`config.mk`:
```
export PLATFORM = sky130hd
export DESIGN_NAME = merge2_arb_node
export DESIGN_NICKNAME = d
export VERILOG_FILES = /design/src/rtl/noc_pkg.sv /design/src/rtl/merge2_fifo.sv /design/src/rtl/merge2_arb_node.sv
export SDC_FILE = /design/constraint.sdc
export NUM_CORES = 1
export LEC_CHECK = 0
export ABC_AREA = 1
export ABC_CLOCK_PERIOD_IN_PS = 2000
export BUFFER_PORTS_ARGS = -buffer_cell sky130_fd_sc_hd__buf_2
export CAP_MARGIN = 20
export CORE_MARGIN = 1
export CORE_UTILIZATION = 49
export DETAILED_ROUTE_END_ITERATION = 8
export GPL_TIMING_DRIVEN = 0
export PLACE_DENSITY = 0.83
export SLEW_MARGIN = 10
export SYNTH_ARGS = -nofsm -noshare
export SYNTH_HDL_FRONTEND = slang
export SYNTH_SLANG_ARGS = --single-unit
export TNS_END_PERCENT = 5
```
`constraint.sdc`:
```
create_clock -name clk -period 2 [get_ports clk]
set_input_delay 0.5 -clock clk [delete_from_list [all_inputs] [get_ports clk]]
set_output_delay 0.5 -clock clk [all_outputs]
set_load 0.03 [all_outputs]
```
`src/rtl/noc_pkg.sv`:
```
// Shared NoC definitions for the tree leaves and merge nodes.
//   flit_t      : one flit, addr in the top 4 bits, payload below
//   src_flit_t  : flit tagged with the merge-node input it arrived on
package noc_pkg;

    localparam int FLIT_W   = 9;
    localparam int ADDR_W   = 4;
    localparam int ADDR_MSB = FLIT_W - 1;
    localparam int ADDR_LSB = FLIT_W - ADDR_W;

    typedef logic [FLIT_W-1:0] flit_t;

    typedef struct packed {
        logic  src;
        flit_t flit;
    } src_flit_t;

endpackage

```
`src/rtl/merge2_fifo.sv`:
```
// Two-entry FIFO of source-tagged flits used as the merge node output queue.
// Ports:
//   clk, reset  : clock, synchronous active-high reset (empties and clears storage)
//   push        : write push_data (ignored when full)
//   push_data   : tagged flit to store
//   pop         : drop the head entry (ignored when empty)
//   head        : current head entry, all-zero after reset until first write
//   full, empty : occupancy flags
module merge2_fifo
    import noc_pkg::*;
#(
    parameter int DEPTH = 2
) (
    input  logic      clk,
    input  logic      reset,
    input  logic      push,
    input  src_flit_t push_data,
    input  logic      pop,
    output src_flit_t head,
    output logic      full,
    output logic      empty
);

    localparam int PTR_W = $clog2(DEPTH);
    localparam int CNT_W = $clog2(DEPTH + 1);
    localparam logic [CNT_W-1:0] CNT_FULL = CNT_W'(DEPTH);

    src_flit_t        mem_reg [DEPTH];
    logic [PTR_W-1:0] wr_ptr_reg;
    logic [PTR_W-1:0] rd_ptr_reg;
    logic [CNT_W-1:0] count_reg;

    logic do_push;
    logic do_pop;

    assign full    = (count_reg == CNT_FULL);
    assign empty   = (count_reg == '0);
    assign do_push = push & ~full;
    assign do_pop  = pop & ~empty;
    assign head    = mem_reg[rd_ptr_reg];

    // Storage is cleared on reset so the output reads zero until the first flit lands.
    generate
        for (genvar gi = 0; gi < DEPTH; gi++) begin : g_entry
            localparam logic [PTR_W-1:0] IDX = PTR_W'(gi);
            always_ff @(posedge clk) begin
                if (reset) begin
                    mem_reg[gi] <= '0;
                end else if (do_push && (wr_ptr_reg == IDX)) begin
                    mem_reg[gi] <= push_data;
                end
            end
        end
    endgenerate

    // Pointers wrap naturally: DEPTH is a power of two.
    always_ff @(posedge clk) begin
        if (reset) begin
            wr_ptr_reg <= '0;
            rd_ptr_reg <= '0;
            count_reg  <= '0;
        end else begin
            if (do_push) wr_ptr_reg <= wr_ptr_reg + 1'b1;
            if (do_pop)  rd_ptr_reg <= rd_ptr_reg + 1'b1;
            case ({do_push, do_pop})
                2'b10:   count_reg <= count_reg + 1'b1;
                2'b01:   count_reg <= count_reg - 1'b1;
                default: count_reg <= count_reg;
            endcase
        end
    end

endmodule

```
`src/rtl/merge2_arb_node.sv`:
```
// Two-input round-robin merge node for the return/up tree.
// Ports:
//   clk, reset              : clock, synchronous active-high reset
//   in0_* / in1_*           : upstream ready/valid flit channels
//   out_valid/ready/data    : downstream channel, data is the queue head
//   out_src                 : which input the head flit came from
//   cnt0, cnt1              : saturating counts of flits accepted per input
module merge2_arb_node
    import noc_pkg::*;
#(
    parameter int FLIT_W = 9,
    parameter int DEPTH  = 2,
    parameter int CNT_W  = 16
) (
    input  logic              clk,
    input  logic              reset,
    input  logic              in0_valid,
    output logic              in0_ready,
    input  logic [FLIT_W-1:0] in0_data,
    input  logic              in1_valid,
    output logic              in1_ready,
    input  logic [FLIT_W-1:0] in1_data,
    output logic              out_valid,
    input  logic              out_ready,
    output logic [FLIT_W-1:0] out_data,
    output logic              out_src,
    output logic [CNT_W-1:0]  cnt0,
    output logic [CNT_W-1:0]  cnt1
);

    localparam logic [CNT_W-1:0] CNT_MAX = '1;

    logic             last_grant_reg;
    logic [CNT_W-1:0] cnt0_reg;
    logic [CNT_W-1:0] cnt1_reg;

    logic      grant;
    logic      can_accept;
    logic      accept0;
    logic      accept1;
    logic      q_full;
    logic      q_empty;
    src_flit_t push_flit;
    src_flit_t head_flit;

    // Lone requester wins outright; on contention the input not served last time wins.
    assign grant = (in0_valid & in1_valid) ? ~last_grant_reg : in1_valid;

    // Readiness looks only at current occupancy, never at out_ready, so a full
    // queue refuses even when it is being drained this cycle.
    assign can_accept = ~q_full & ~reset;
    assign in0_ready  = ~grant & can_accept;
    assign in1_ready  =  grant & can_accept;
    assign accept0    = in0_valid & in0_ready;
    assign accept1    = in1_valid & in1_ready;

    always_comb begin
        push_flit      = '0;
        push_flit.src  = accept1;
        push_flit.flit = accept1 ? in1_data : in0_data;
    end

    merge2_fifo #(
        .DEPTH(DEPTH)
    ) u_fifo (
        .clk       (clk),
        .reset     (reset),
        .push      (accept0 | accept1),
        .push_data (push_flit),
        .pop       (out_ready),
        .head      (head_flit),
        .full      (q_full),
        .empty     (q_empty)
    );

    assign out_valid = ~q_empty;
    assign out_data  = head_flit.flit;
    assign out_src   = head_flit.src;
    assign cnt0      = cnt0_reg;
    assign cnt1      = cnt1_reg;

    // last_grant starts at 1 so in0 wins the first contention after reset.
    always_ff @(posedge clk) begin
        if (reset) begin
            last_grant_reg <= 1'b1;
            cnt0_reg       <= '0;
            cnt1_reg       <= '0;
        end else begin
            if (accept0 | accept1) last_grant_reg <= accept1;
            if (accept0 && (cnt0_reg != CNT_MAX)) cnt0_reg <= cnt0_reg + 1'b1;
            if (accept1 && (cnt1_reg != CNT_MAX)) cnt1_reg <= cnt1_reg + 1'b1;
        end
    end

endmodule

```
; Word level (Yosys, flattened, before mapping)
; Memories as Yosys holds them, arrays and structs flattened. A register that Yosys moved wholly into a read port is not among the register bits.
; Cells that the tools add are included.
[op_classes]
eq_ne = 5
mux = 15
add_sub_neg = 6
bitwise = 17
reduce_logical = 6
[op_table]
columns = operator, count
row1 = "adder 16 x 1 -> 16 bit, second input constant", 2
row2 = "inequality test 16 bit, second input constant", 2
row3 = two-way mux 10 bit, 2
row4 = two-way mux 1 bit, 11
row5 = two-way mux 9 bit, 1
row6 = bitwise AND 1 bit, 8
row7 = NOT 1 bit, 6
row8 = "== test 2 bit, second input constant", 2
row9 = logical AND 1 bit, 4
row10 = case mux 2 bit (2 select lines), 1
row11 = bitwise OR 1 bit, 3
row12 = "adder 1 bit, second input constant", 2
row13 = "adder 2 x 1 -> 2 bit, second input constant", 1
row14 = "== test 2 x 1 -> 1 bit, second input constant", 1
row15 = zero test 2 bit, 1
row16 = nonzero test 2 bit, 1
row17 = "subtractor 2 x 1 -> 2 bit, second input constant", 1
[word_totals]
ramBits = 20
memories = 1
output_inout_bits = 45
inputBits = 23
reg_bits = 37
[mem_list]
columns = memory, words, width, rd, rd_clocked_by_memory_dff, write_ports, line_no
row1 = u_fifo.mem_reg, 2, 10, 1, 1, 2, merge2_fifo.sv:28  ; src_flit_t mem_reg [DEPTH];

; Depth between registers and ports, before layout
; Gate-level depths: netlist of run 1.
[depth]
depth_word = 12
depth_mapped = 11
ltp_nobuf = 11

; By module
; Synthesis of run 1 repeated with hierarchy kept, for this count alone.
[hier_totals]
hier_cells = 447
hier_area_um2 = 3191.8
[modules_own_cells]
columns = mod, cells_each, area_per_inst_um2, n_inst
row1 = merge2_arb_node, 345, 2054.5, 1
row2 = merge2_fifo, 102, 1137.3, 1

; Worst setup path after synthesis of run 1
; Ideal clock, no wire load.
[synth_path]
kind = input-to-reg
from = in reset
to = reg cnt1_reg[11], in the netlist cnt1[11]
path_buffers = 2
setup_ns = 0.132
path_stages = 8
required_ns = 1.868
setup_slack_ns = 0.088
t_arrival_ns = 1.780
cell_sequence = buf_2 inv_1 o21ai_0 nor2_1 o21ai_1 buf_4 nand2_1 a21oi_1
[synth_via]
elab_chain_cells = 5
[synth_lines]
columns = item, line_no
row1 = "start, declared", merge2_arb_node.sv:16  ; input logic reset,
row2 = NOT 1 bit, merge2_arb_node.sv:51  ; assign can_accept = ~q_full & ~reset;
row3 = bitwise AND 1 bit, merge2_arb_node.sv:51
row4 = bitwise AND 1 bit, merge2_arb_node.sv:53  ; assign in1_ready = grant & can_accept;
row5 = via in1_ready, merge2_arb_node.sv:21  ; output logic in1_ready,
row6 = bitwise AND 1 bit, merge2_arb_node.sv:55  ; assign accept1 = in1_valid & in1_ready;
row7 = logical AND 1 bit, merge2_arb_node.sv:91  ; if (accept1 && (cnt1_reg != CNT_MAX)) cnt1_reg <= cnt1_reg + 1'b1;
row8 = "end signal, assigned", merge2_arb_node.sv:91
row9 = "end, declared", merge2_arb_node.sv:35  ; logic [CNT_W-1:0] cnt1_reg;
; The timed path passes the listed nets, and every way through them passes these cells.
; A chain may end at the register's enable or synchronous reset.

==> results of run 1 <==
==> cell type report <==
| cell class | instances | area [sq um] | area share [%] |
|---|---|---|---|
| multi-input cells | 296 | 1510 | 41.6 |
| flip-flops and latches | 58 | 1360 | 37.4 |
| repair buffers | 66 | 330 | 9.07 |
| clock buffers | 13 | 139 | 3.81 |
| inverters | 27 | 101 | 2.78 |
| well taps | 75 | 93.8 | 2.58 |
| plain buffers | 9 | 61.3 | 1.68 |
| clock inverters | 3 | 40.0 | 1.10 |
==> worst max-delay path: stages (launching register included) <==
cell and delay (ns):
dfxtp_2 0.47, mux2_2 0.38, buf_2 0.18
==> per-layer routing <==
metal | track usage, % | up-vias | share of wire (%)
met5 | 0 | - | 0
met3 | 4.66 | 12 | 4.9
met2 | 39.7 | 86 | 49
met1 | 27.0 | 1306 | 44
li1 | - | 1435 | -
met4 | 10.5 | 0 | 2.0
==> placed cells by master (no fill, tap or decap), drive strengths merged <==
cell type / n
ha: 3
inv: 27
clkinv: 2
nand3: 22
nand2: 120
mux2: 10
o21ai: 7
nand3b: 3
edfxtp: 20
bufinv: 1
nor2: 64
clkbuf: 16
xnor2: 3
a21oi: 36
nor3b: 1
dfxtp: 38
xor2: 8
mux2i: 9
nand4: 10
buf: 72
==> how the worst min path moves through the flow <==
stage                            from                end
floorplan           u_fifo.rd_ptr_reg           register
finish              u_fifo.rd_ptr_reg           register
global route                    reset            cnt1[3]
global placement    u_fifo.rd_ptr_reg  u_fifo.rd_ptr_reg
detailed placement  u_fifo.rd_ptr_reg           register
CTS                 u_fifo.rd_ptr_reg           register
==> power breakdown <==
part | switching, W | internal (W) | total [W] | leakage [nW]
logic | 0.000327 | 0.000169 | 0.000496 | 0.991
clock network | 0.000446 | 0.000573 | 0.00102 | 0.0914
registers | 0.0000495 | 0.00130 | 0.00135 | 0.518
==> repair_timing <==
action | in CTS | in global routing
endpoints found under the setup margin | 20 | 1
pin swaps | 0 | 1
gates resized for setup | 2 | 2
==> stage by stage <==
step                instances  hold slack [ns]  utilization, %
detailed placement        532            0.445            58.1
global route              547            0.472            61.2
finish                    547            0.459            61.2
global placement          532            0.436            58.1
CTS                       547            0.456            61.1
floorplan                 391            0.426               -
==> logic make-up after synthesis <==
family                     after synthesis
and+or+nand+nor                        220
DFF                                     58
AOI/OAI and AO/OA                       43
buffers and inverters                   37
muxes                                   19
xor gates and xnor gates                11
adders and majority gates                3
==> results.md, run 1 <==
- The final period demand of the worst path is 1.87 ns.
- The maximum net fanout on the critical path is 10.
- The fraction of registers with async set or reset after synthesis is 0%.
- The count of unique library cells instantiated by Yosys is 28.
- Fill cells in the final layout number between 500 and 600.
- The endpoint of the worst register-to-register path is cnt0[13].
- The via count is between 2,000 and 3,000.
- Clock tree synthesis found a total of just under 60 sinks.
- Summed over all failing endpoints, the final setup total negative slack is 0 ns.
- Total power for the finished layout comes to 0.00286 W.
- In the finished design, the share of the clock period the worst path needs comes to 93.3%.
- The count of final max-slew check failures was 0.
- For this configuration, the core starts out at a cell density of 51.0%.
- The post-synth net total is 417.
- The maximum resistive drop on vdd is 0.000368 V.
- The hold violation total from the final report is 0.
- The CTS tree is built.
- The number of global-route vias before repair is 2,631.
- The CTS buffer count is 9.
- The transition time of the tightest slew-check pin is 0.548 ns.
- The iteration-0 DRC count of the detailed router is 190.
- The number of flip-flops under the largest register name is 20.
- During I/O placement, the number of pins put on the boundary was 68.
- Dividing the synthesized area by the synthesized cell count gives 7.77 sq um.
- The number of setup violations in the final report is 0.
- Summing all placed instances gives a cell area of 0.00346 sq mm.
- The number of instances in the synthesized netlist is 391.
- The data required time of the worst path is 1.50 ns.
- Headroom to the max-slew limit came out at a little under two thirds.
- The count of cells along the worst register-to-register path is 9.
- The average wire per cell in the routed design is 12.9 um.
- The overall die width is ~80 um.
- Yosys mapped a number of flops with a built-in enable equal to 20.
- The tool flagged a number of max-cap violations equal to 0.
- The mux cell area share after synthesis is 6.67%.
- Setup slack closes at approximately 0.13 ns.
- By area the synthesized netlist is led by dfxtp_1 25%, edfxtp_1 20%, nand2_1 14%, nor2_1 7.0%, a21oi_1 5.8%.
- The cell with the most instances after synthesis is nand2_1.
- At the placement stage, the worst setup path has a slack of -0.257 ns.
- The most used flip-flop cell after synthesis is dfxtp_1.
- The number of antenna violations at the first check in global routing is 0.
- The overall global routing resource usage is 22.9%.
- In this run, synthesis produced a sequential element count of just under 60.
- Cells with a size suffix above 1 make up 23.5% of the layout.
- The final layout contains routed wiring with a total length of 7050 um.
- Counting instances in the post-synthesis netlist gives the leading cell types as 117 x nand2_1, 57 x nor2_1, 38 x dfxtp_1.
- The worst register-to-register path begins at cnt0[0].
- By area, the combinational part of the netlist is dominated by simple AND/OR/NAND/NOR gates.
- The first TritonRoute pass finished after 4 iterations.
- The sum of net half-perimeters after detailed placement is around 5000 um.
- Once layout is done, the placed cells without fillers occupy between 0.003 and 0.004 sq mm.
- The worst-case clock buffer depth is 2.
- The run finished with clean final reports.
- The count of buffers added by post-CTS timing repair for setup is 0.
- The type of the setup path with the least slack is register to output pin.
- The die is between 80 and 90 um tall.
- The critical path arrival is 1.37 ns.
- In this run the core area contains 28 standard-cell rows.
- The element type at the critical path start is a register.
- The category of the worst setup path capture point is an output pin.
- The antenna diode instance count is 0.
- The via density per instance is about 5.2.
- The maximum clock frequency is between 500 and 600 MHz.
- For this run, the number of Yosys warnings is 0.
- After clock tree synthesis, the clock-pin slew on the worst setup and hold paths is 0.07 ns.
- The growth of design area from synthesis to finish is 20.0%.
- In this run, post-CTS hold repair placed 0 buffers.
- In this run the worst setup path terminates at out_data[2].
- Counting instances, the worst hold path has a depth of 1.
- The ratio of total power to cell area is 786 mW/mm^2.
- Clock latency on the worst-skew pair, taken at its later pin, is approximately 0.34 ns.
- The largest net degree at the start of global routing is 12.
- After floorplanning, the core was sized to cover 0.00596 sq mm.
- The synthesized netlist devotes 7.46% of its cell area to compound gates.
- The remaining antenna violation count after routing is 0.
- The root buffer cell chosen for the clock tree is clkbuf_8.
- The count of buffers inserted at the top-level ports is 66.
- The setup check on the worst reg-to-reg path leaves a slack of around 0.16 ns.
- dfxtp_1 takes more of the synthesized area than any other cell.
- Of the total synthesized cell area, the portion taken by full adders, half adders and majority gates is under 10%.
- The die covers about 0.0065 sq mm.
- The fraction of the mapped netlist area in simple logic gates is 31.1%.
- Setup repair after global routing left no endpoint under its margin.
- In the final design database the tool counted 493 nets.
- The kind of path behind the tightest hold check is register to register.
- The wire length of the first global-routing pass is between 10,000 and 15,000 um.
- The global route total overflow is 0.
- For this run, design rule violations remaining after detail routing come to 0.
- Across the routed clock network, the largest skew measured is 0.00880 ns.
- After synthesis, the largest area contributor takes up between 20% and 30% of total cell area.
- In this run the static leakage power is 1.60 nW.
- The xor/xnor share of the synthesized area is 3.17%.
- The sequential element share of the synthesized area is 44.8%.
- The cell area after synthesis is around 0.0030 sq mm.
- The number of H-tree levels is 3.
- The congestion estimate from routability-driven global placement came to 0.852.
(Power assumes the default switching activity.)
==> run 2: changes to the inputs <==
--- a/config.mk
+++ b/config.mk
@@ -7,15 +7,16 @@
 export LEC_CHECK = 0
 export ABC_AREA = 1
 export ABC_CLOCK_PERIOD_IN_PS = 2000
-export BUFFER_PORTS_ARGS = -buffer_cell sky130_fd_sc_hd__buf_2
 export CAP_MARGIN = 20
 export CORE_MARGIN = 1
-export CORE_UTILIZATION = 49
+export CORE_UTILIZATION = 57
 export DETAILED_ROUTE_END_ITERATION = 8
+export DONT_BUFFER_PORTS = 1
 export GPL_TIMING_DRIVEN = 0
-export PLACE_DENSITY = 0.83
+export PLACE_DENSITY = 0.82
 export SLEW_MARGIN = 10
 export SYNTH_ARGS = -nofsm -noshare
 export SYNTH_HDL_FRONTEND = slang
+export SYNTH_HIERARCHICAL = 1
 export SYNTH_SLANG_ARGS = --single-unit
 export TNS_END_PERCENT = 5
==> run 2 against run 1 <==
  * Sequential power is 3% higher
  * Total power is 16% higher
  * Utilization is 7.9 points higher
  * Die area is 9.4% lower
  * Clock power is 29% higher
  * Wire length is 0.51% lower
  * Area after synthesis is 5.1% higher
  * Clock skew is 0.00070 ns lower
  * Maximum frequency is 2.3% lower
  * Synthesized cell count is 14% higher
  * Critical endpoint is now in1_ready
  * Largest cell class unchanged
  * Largest power group unchanged
  * Highest routed layer unchanged
==> results.md, run 2 <==
- A synthesized cell averages 7.14 sq um.
- The global route total overflow is 0.
- At the pin with the least slew margin, the transition time is 0.533 ns.
- In the synthesized netlist, the number of instances is ~450.
- Including well taps, the total number of placed cells is about 520.
- The number of antenna violations at the first check in global routing is 0.
- The master cell of the clock root buffer is clkbuf_8.
- The number of setup violations in the final report is 0.
- The floorplan has 26 rows.
- For this run, the top clock speed supported by timing is around 520 MHz.
- The slowest stage of the critical path belongs to the cell dfxtp_2.
- The number of nets handed over by synthesis was ~470.
- The register with the most flip-flops in the layout has 20 of them.
- Counting the fill cells in the layout gives 436.
- The clock reaches the later pin of the worst-skew pair after 0.34 ns.
- For this run, the slowest stage of the critical path takes 0.34 ns.
- The area fraction of the dominant cell type after synthesis is 23.8%.
- The growth of design area from synthesis to finish is 13.3%.
- For this run, the number of Yosys warnings is 6.
- The element type at the critical path start is a register.
- The most critical setup path has its startpoint at u_fifo/count_reg[1].
- The top cell types in the final layout, fill and taps aside, are 142 x nand2_1, 77 x nor2_1, 44 x inv_1.
- After detailed routing, the number of vias per cell comes to 5.31.
- The layout net count is 487.
- Summed over all cells, the static leakage comes to around 1.5 nW.
- The die covers 0.00590 sq mm.
- Setup repair after global routing could not meet its margin everywhere.
- Along the worst path, the maximum fanout reaches 10.
- The remaining antenna violation count after routing is 0.
- The congestion estimate from routability-driven global placement came to 0.881.
- During I/O placement, the number of pins put on the boundary was 68.
- The cell area after synthesis is 0.00319 sq mm.
- The category of the worst setup path capture point is an output pin.
- The start point of the worst min-delay path is reset.
- During placement, the flow inserted port buffers numbering 0.
- In the synthesized netlist the async set-or-reset flop fraction comes to 0%.
- The worst max-slew margin expressed relative to the limit is 64.5%.
- Of the cells placed in the final design, the portion with a size suffix greater than 1 is ~14%.
- The cell type with the highest aggregate area in the netlist is dfxtp_1.
- After routing the design area is 0.00362 sq mm.
- After detailed placement, the total cell area comes to 0.00331 sq mm.
- The count of unique library cells instantiated by Yosys is 29.
- The overall global routing resource usage is between 20% and 30%.
- Clock skew on the completed layout was measured at 0.00810 ns.
- The number of buffer and inverter stages on the critical path is 3.
- The kind of path behind the tightest hold check is input port to register.
- CTS built an H-tree with a depth of 3.
- The count of final max-slew check failures is 0.
- Before antenna repair, the detailed router went through 4 iterations.
- Clock-pin slew was measured on the worst setup and hold paths at 0.07 ns.
- Dividing total power by cell area gives a power density of between 900 and 1000 mW/mm^2.
- The gate family responsible for the most delay along the worst path is buffers and inverters.
- The number of global-route vias before repair is 2,599.
- TritonCTS built the clock tree.
- Of the available clock period, the critical path in the final layout requires between 90% and 100%.
- Ranked by total cell area, the synthesized netlist is headed by dfxtp_1 24%, edfxtp_1 19%, nand2_1 17%, nor2_1 9.2%, inv_1 5.6%.
- The library cell appearing most often on the critical path is nor2_4.
- The worst register-to-register path begins at u_fifo/count_reg[1].
- In the routed design, unresolved DRC markers number 0.
- Summing all multi-input logic gate instances after layout gives 0.00164 sq mm.
- In this run the horizontal extent of the chip is just under 80 um.
- The average wire per cell in the routed design is 13.1 um.
- Leaving out fill and tap cells, the most frequent cell in the layout is nand2_1.
- The longest clock path from root to sink contains 2 buffers.
- The critical path goes through inv_2 > nor2_4 > nor2_4 > nand3_4 > buf_8 > inv_1.
- The final period demand of the worst path is 1.91 ns.
- At the worst endpoint, the required time is roughly 1.5 ns.
- The number of antenna diodes in the final layout is 0.
- The dominant register cell in the synthesized netlist is dfxtp_1.
- The worst hold slack is 0.346 ns.
- The setup path with the least slack is of type register to output pin.
- The post-layout instance count excluding filler cells is about 540.
- The number of max-cap violations is 0.
- The cell with the most instances after synthesis is nand2_1.
- The first global-routing pass estimated 11,500 um of wire.
- The synthesized design contains 20 enable-type register cells.
- The hold violation total from the final report is 0.
- The run finished with clean final reports.
- The flip-flop and latch count after synthesis is 58.
- The placeable core region is around 0.0052 sq mm.
- After the first detailed-routing iteration, the DRC count stood at 173.
- The initial core utilization is 60.9%.
- TritonCTS created 9 clock buffers.
- The largest net degree at the start of global routing is 12.
- Sequential cells were found to cover 42.6% of the synthesized design area.
- From bottom edge to top edge, the die measures 76.8 um.
- The sum of net half-perimeters after detailed placement is around 4900 um.
- The total wire length is 7020 um.
- Summing all flip-flop and latch instances after layout gives 0.00137 sq mm.
- For this design, the sink count on the clock tree is 58.
- Counting instances in the post-synthesis netlist gives the leading cell types as 144 x nand2_1, 78 x nor2_1, 48 x inv_1.
- Data arrives at the worst endpoint at 1.41 ns.
- Across the VDD grid, the largest voltage drop is around 0.00046 V.
- Across all layers, the routed design uses ~2,800 vias.
-- run 2: cell types whose count changed in the layout (fill, tap and decap cells not counted), sizes merged, moves of 9 or more --
cell	delta
buf	-63
nor2	+22
mux2i	-9
inv	+22
a21oi	-10
nand2	+27
-- run 2: path summary, 6_finish.rpt --
check	to	slack (ns)	depth (start not counted)
min reg2reg	last_grant_reg	0.47	2
max	in1_ready	0.09	6
max reg2reg	u_fifo/mem_reg[1][9]	0.12	10
min	cnt0[0]	0.35	3
-- run 2: repair_timing --
action,CTS,global route
gates resized for setup,5,14
hold buffers,0,0
pin swaps,2,2
endpoints found under the hold margin,0,0
setup buffers,2,1
setup endpoints to repair,24,46
-- run 2: layer usage --
| metal | up-vias | GRT usage [%] | part of all wire (%) |
|---|---|---|---|
| met5 | - | 0 | 0 |
| met4 | 0 | 12.1 | 1.8 |
| met3 | 12 | 5.60 | 7.9 |
| met2 | 98 | 42.4 | 49 |
| met1 | 1285 | 29.1 | 41 |
| li1 | 1449 | - | - |
-- run 2: layout make-up --
| class | count | share of cell area, % |
|---|---|---|
| buffer | 9 | 1.83 |
| clock buffer | 9 | 3.42 |
| clock inverter | 7 | 3.22 |
| inverter | 50 | 5.36 |
| multi-input combinational | 330 | 45.2 |
| sequential | 58 | 37.9 |
| tap | 70 | 2.42 |
| timing repair buffer | 3 | 0.623 |
-- run 2: through the flow --
| stage | setup TNS (ns) | worst slack (ns) | util, % | total power (W) |
|---|---|---|---|---|
| after floorplan | 0 | 0.00171 | - | 0.00190 |
| after global placement | -2.56 | -0.132 | 63.2 | 0.00197 |
| after detailed placement | -4.30 | -0.204 | 63.2 | 0.00199 |
| after CTS | 0 | 0.0191 | 68.3 | 0.00331 |
| after global routing | -0.300 | -0.0458 | 69.1 | 0.00347 |
| final | 0 | 0.0898 | 69.1 | 0.00333 |
-- run 2: cell families (layout without fill, tap and decap cells) --
group	Yosys count	after routing	share of synthesized area (%)
AO/OA/AOI/OAI	34	34	5.45
XOR/XNOR	11	11	3.02
flip-flops	58	58	42.7
buffers and inverters	59	78	7.64
AND/OR/NAND/NOR	272	272	36.5
multiplexers	10	10	3.53
adder cells (fa/ha/maj)	3	3	1.18
-- run 2: tightest hold or removal path, delay by kind of cell --
family	cells	cell delay (ns)
compound gates	1	0.07
buf+inv	1	0.05
simple gates	1	0.04
-- run 2: where the power goes --
group,internal [W],switching (W)
sequential,0.00132,0.0000710
combinational,0.000196,0.000435
clock,0.000826,0.000489
total,0.00234,0.000995
